**config.mk**
```make
export PLATFORM = sky130hd
export DESIGN_NAME = eth_pkt_arb
export DESIGN_NICKNAME = d
export VERILOG_FILES = /design/src/rtl/eth_pkt_arb.sv
export SDC_FILE = /design/constraint.sdc
export NUM_CORES = 1
export LEC_CHECK = 0
export BUFFER_PORTS_ARGS = -buffer_cell sky130_fd_sc_hd__buf_4
export CORE_UTILIZATION = 35
export DETAILED_ROUTE_END_ITERATION = 8
export GPL_ROUTABILITY_DRIVEN = 0
export MAX_ROUTING_LAYER = met4
export PLACE_DENSITY = 0.67
export RECOVER_POWER = 25
export SLEW_MARGIN = 20
export SYNTH_ARGS = -nofsm -noshare
export SYNTH_HDL_FRONTEND = slang
export SYNTH_SLANG_ARGS = --single-unit
```
**constraint.sdc**
```tcl
create_clock -name clk -period 5.2 [get_ports clk]
set_input_delay 0.26 -clock clk [delete_from_list [all_inputs] [get_ports clk]]
set_output_delay 0.26 -clock clk [all_outputs]
set_load 0.02 [all_outputs]
```
**src/rtl/eth_pkt_arb.sv**
```systemverilog
// rtl/eth_pkt_arb.sv - round-robin packet arbiter merging N framed input streams
//
// Purpose: merges NUM_PORTS sop/eop framed input streams onto one output
// stream. Arbitration is round-robin per packet, so packets never interleave.
//
// Ports:
//   clk, reset             clock; synchronous active-high reset
//   inValid/inSop/inEop    per-port word valid and framing flags
//   inData                 port i at [i*DATA_W +: DATA_W]
//   inStall                per-port backpressure (word accepted when valid && !stall)
//   outValid/outData       registered output word
//   outSop/outEop          registered output framing flags
//   outStall               downstream backpressure, output held while high
//   grantPort              port currently granted (meaningful in XFER)
//   pktCnt/errCnt          saturating packet and framing-error counters
module eth_pkt_arb #(
  parameter int NUM_PORTS = 4,
  parameter int DATA_W    = 32,
  parameter int CNT_W     = 16,
  localparam int PW       = (NUM_PORTS > 1) ? $clog2(NUM_PORTS) : 1,
  localparam int EW       = $clog2(NUM_PORTS + 1)
) (
  input  logic                        clk,
  input  logic                        reset,
  input  logic [NUM_PORTS-1:0]        inValid,
  input  logic [NUM_PORTS*DATA_W-1:0] inData,
  input  logic [NUM_PORTS-1:0]        inSop,
  input  logic [NUM_PORTS-1:0]        inEop,
  output logic [NUM_PORTS-1:0]        inStall,
  output logic                        outValid,
  output logic [DATA_W-1:0]           outData,
  output logic                        outSop,
  output logic                        outEop,
  input  logic                        outStall,
  output logic [PW-1:0]               grantPort,
  output logic [CNT_W-1:0]            pktCnt,
  output logic [CNT_W-1:0]            errCnt
);

  typedef enum logic {IDLE, XFER} state_t;

  state_t                state;
  state_t                nextState;
  logic [PW-1:0]         rrLast;
  logic                  firstWord;
  logic [NUM_PORTS-1:0]  req;
  logic [NUM_PORTS-1:0]  stray;
  logic                  grantFound;
  logic [PW-1:0]         grantIdx;
  logic [PW-1:0]         cand;
  logic                  accept;
  logic [DATA_W-1:0]     gData;
  logic                  gSop;
  logic                  gEop;
  logic [EW-1:0]         errInc;
  logic [CNT_W:0]        errSum;
  logic [CNT_W-1:0]      errNext;

  assign req = inValid & inSop;

  // Round-robin search starting just after the last granted port.
  always_comb begin
    grantFound = 1'b0;
    grantIdx   = '0;
    cand       = '0;
    for (int k = 1; k <= NUM_PORTS; k++) begin
      cand = PW'((int'(rrLast) + k) % NUM_PORTS);
      if (!grantFound && req[cand]) begin
        grantFound = 1'b1;
        grantIdx   = cand;
      end
    end
  end

  // Granted-port mux.
  always_comb begin
    gData = '0;
    gSop  = 1'b0;
    gEop  = 1'b0;
    for (int i = 0; i < NUM_PORTS; i++) begin
      if (grantPort == PW'(i)) begin
        gData = inData[i*DATA_W +: DATA_W];
        gSop  = inSop[i];
        gEop  = inEop[i];
      end
    end
  end

  // Next state and per-port stalls. In IDLE, sop words wait for their grant
  // while stray non-sop words are drained so they cannot block arbitration.
  always_comb begin
    nextState = state;
    inStall   = '1;
    stray     = '0;
    accept    = 1'b0;
    case (state)
      IDLE: begin
        stray   = inValid & ~inSop;
        inStall = ~stray;
        if (grantFound) begin
          nextState = XFER;
        end
      end
      XFER: begin
        // Combinational stall path keeps the output register skid-free.
        for (int i = 0; i < NUM_PORTS; i++) begin
          if (grantPort == PW'(i)) begin
            inStall[i] = outStall;
          end
        end
        accept = inValid[grantPort] & ~outStall;
        if (accept && gEop) begin
          nextState = IDLE;
        end
      end
      default: nextState = IDLE;
    endcase
  end

  // Framing errors this cycle: drained strays in IDLE, or a repeated sop
  // inside a packet in XFER. The two never occur in the same cycle.
  always_comb begin
    errInc = '0;
    for (int i = 0; i < NUM_PORTS; i++) begin
      errInc = errInc + EW'(stray[i]);
    end
    if (accept && gSop && !firstWord) begin
      errInc = errInc + EW'(1);
    end
    errSum  = {1'b0, errCnt} + (CNT_W+1)'(errInc);
    errNext = errSum[CNT_W] ? '1 : errSum[CNT_W-1:0];
  end

  always_ff @(posedge clk) begin
    if (reset) begin
      state <= IDLE;
    end else begin
      state <= nextState;
    end
  end

  always_ff @(posedge clk) begin
    if (reset) begin
      grantPort <= '0;
      rrLast    <= PW'(NUM_PORTS - 1);
      firstWord <= 1'b0;
      outValid  <= 1'b0;
      outData   <= '0;
      outSop    <= 1'b0;
      outEop    <= 1'b0;
      pktCnt    <= '0;
      errCnt    <= '0;
    end else begin
      if (state == IDLE && grantFound) begin
        grantPort <= grantIdx;
        rrLast    <= grantIdx;
        firstWord <= 1'b1;
      end

      if (accept) begin
        outValid  <= 1'b1;
        outData   <= gData;
        outSop    <= gSop & firstWord;
        outEop    <= gEop;
        firstWord <= 1'b0;
      end else if (!outStall) begin
        outValid  <= 1'b0;
      end

      if (outValid && outEop && !outStall && (pktCnt != '1)) begin
        pktCnt <= pktCnt + 1'b1;
      end

      errCnt <= errNext;
    end
  end

endmodule

```
==> results_dict.tcl <==
set metrics [dict create \
    path_class "flop to flop" \
    drt_pass1_iterations 7 \
    whs_ns 0.233 \
    worstPathRequired_ns 5.45 \
    violations "DRC" \
    area_growth_pct 44.9 \
    period_needed_ns 4.25 \
    critPathLaunchType "flop" \
    async_flop_share_pct 0 \
    hp-class "input port to flop" \
    drive_gt1_share_pct 37.8 \
    max_freq_ghz 0.236 \
    grt_pass1_vias 4301 \
    synth_xor_area_share_pct 1.25 \
    setup_tns_ns 0 \
    critPathCaptureType "flop" \
    ctsHoldBuffers 0 \
    skew_ns 0.00979 \
    drc 8 \
    leakage_nw 2.39 \
    grt_pass1_wl_mm 21.4 \
    core_um2 11600 \
    outcome "finished with violations" \
    avgRoutedWirePerCell_um 16.6 \
    detail-route-antenna-nets 0 \
    grtUsageTotal_pct 22.4 \
    yosys_warnings 0 \
    synth_seq_area_share_pct 34.9 \
    grt_overflow_total 0 \
    relSlewSlack_pct 35.8 \
    maxCapViolCount 0 \
    row_count 39 \
    numClockSinks 73 \
    hpwl_mm 10.3 \
    path_max_fanout 13 \
    syn_area_per_cell_um2 9.28 \
    slew_viol_final 0 \
    htree_levels 3 \
    grt_setup_unrepaired "false" \
    synthAdderAreaFrac_pct 3.22 \
    synth_cell_types 54 \
    post-route-period-util_pct 81.7 \
    setup-violations-final 0 \
    netlist_area_um2 4190 \
    vias_per_cell 5.45 \
    grt_start_max_net_pins 74 \
    synth_compound_area_share_pct 16.1 \
    synth_edf_count 0 \
    port_buffers 215 \
    place_inst 783 \
    worst_pin_slew_ns 0.963 \
    cts_tree "built" \
    vias 4352 \
    drt_iter0_drc 330 \
    syn_inst 452 \
    syn_nets 604 \
    cts-root-buf "clkbuf_16" \
    nets 803 \
    ys_ff_latch 73 \
    initial_core_util_pct 36.3 \
    antenna_found_initial 0 \
    cts_buffers 9 \
    die_w_um 111 \
    cts_post_setup_buffers_inserted 0 \
    die_h_um 111 \
    vdd_drop_max_v 0.000167 \
    power_density_nw_per_um2 262 \
    clock_path_buffers 2 \
    synth_top_family_by_area "multiplexers" \
    final_common_cell "buf_4" \
    ys.flop_type "dfxtp_1" \
    finalNonFillerCells 799 \
    mostFrequentLayoutCells "buf_4, nand2_1, dfxtp_1" \
    wirelength_mm 13.2 \
    cts.clk_slew.worst_paths_ns 0.06 \
    die_area_um2 12400 \
    cp.arrival_ns 4.49 \
    fillCellCount 1085 \
    diodes 0 \
    hold_viol 0 \
    ios 216 \
    synth_simple_gate_area_share_pct 19.6 \
    muxShareOfSynthArea_pct 20.3 \
    clock_latency_ns 0.33 \
    postCtsResizedCells 0 \
]
-- per-stage QoR --
step                power [mW]  util [%]  setup WS, ns  instance area (um^2)
global route              1.66      52.5         0.634                  6080
CTS                       1.62      53.7          1.00                  6210
detailed placement       0.946      50.9          1.02                  5890
floorplan                0.793         -          1.30                  4190
finish                    1.59      52.5         0.954                  6080
global placement         0.938      50.9          1.16                  5880
-- power by group --
part           leakage [nW]  internal (mW)  switching, mW
Clock                 0.157          0.447          0.223
Sequential            0.593          0.583         0.0167
Combinational          1.64          0.171          0.148
-- kinds of logic (layout without fill, tap and decap cells) --
| kind of cell | Yosys count | after routing |
|---|---|---|
| AOI/OAI and AO/OA | 111 | 111 |
| xor gates and xnor gates | 6 | 6 |
| adders and majority gates | 9 | 9 |
| buffers and inverters | 49 | 253 |
| DFF | 73 | 73 |
| muxes | 41 | 41 |
| and+or+nand+nor | 163 | 163 |
-- registers in the layout, summed over array words and instances (netlist names) --
name       count
outValid       1
outData       32
grantPort      2
errCnt        16
outEop         1
state          1
rrLast         2
firstWord      1
pktCnt        16
outSop         1
-- per-layer routing --
metal  up-vias  routed length, um  global-route usage (%)
li1       2087                  -                       -
met1      2088               5140                    24.3
met2       161               7180                    40.3
met3        16                777                    5.01
met4         0                148                    7.21
met5         -                  0                       -
-- cell type report --
cell class,count,area (um^2),area share [%]
Clock inverter,2,60.1,0.988
Clock buffer,14,264,4.35
Inverter,19,71.3,1.17
Sequential cell,73,1460,24.1
Timing Repair Buffer,218,1500,24.7
Multi-Input combinational cell,330,2540,41.7
Tap cell,143,179,2.94
-- cell usage after synthesis (5+ instances only) --
master / instances / area [um^2]
nand4_1: 5 / 31.3
mux4_2: 35 / 788
a21oi_1: 58 / 290
o31ai_1: 12 / 90.1
nand3_1: 11 / 55.1
or3_1: 7 / 43.8
clkbuf_1: 19 / 71.3
ha_1: 6 / 75.1
a31oi_1: 12 / 75.1
inv_1: 19 / 71.3
dfxtp_1: 73 / 1460
nor2_1: 7 / 26.3
or4_1: 9 / 67.6
o21ai_0: 10 / 50.1
nand2_1: 89 / 334
buf_2: 8 / 40.0
-- worst max-delay path, stage by stage, from the launching register on --
cell      delay (ns)
dfxtp_1         0.39
nor3b_1         0.39
fa_1            0.50
ha_1            0.34
inv_1           0.08
fa_1            0.43
mux2_2          0.29
fa_1            0.44
nor2b_1         0.23
o211ai_1        0.22
or3_1           0.62
a31oi_1         0.22
-- worst paths after layout --
check / end / slack [ns] / cells past startpoint / start
worst max-delay path: errCnt[9] / 0.95 / 11 / state
worst min-delay path: outValid / 0.23 / 3 / outStall
worst max register to register: errCnt[9] / 0.95 / 11 / state
worst min register to register: outData[0] / 0.45 / 2 / outData[0]
(Power assumes the default switching activity.)
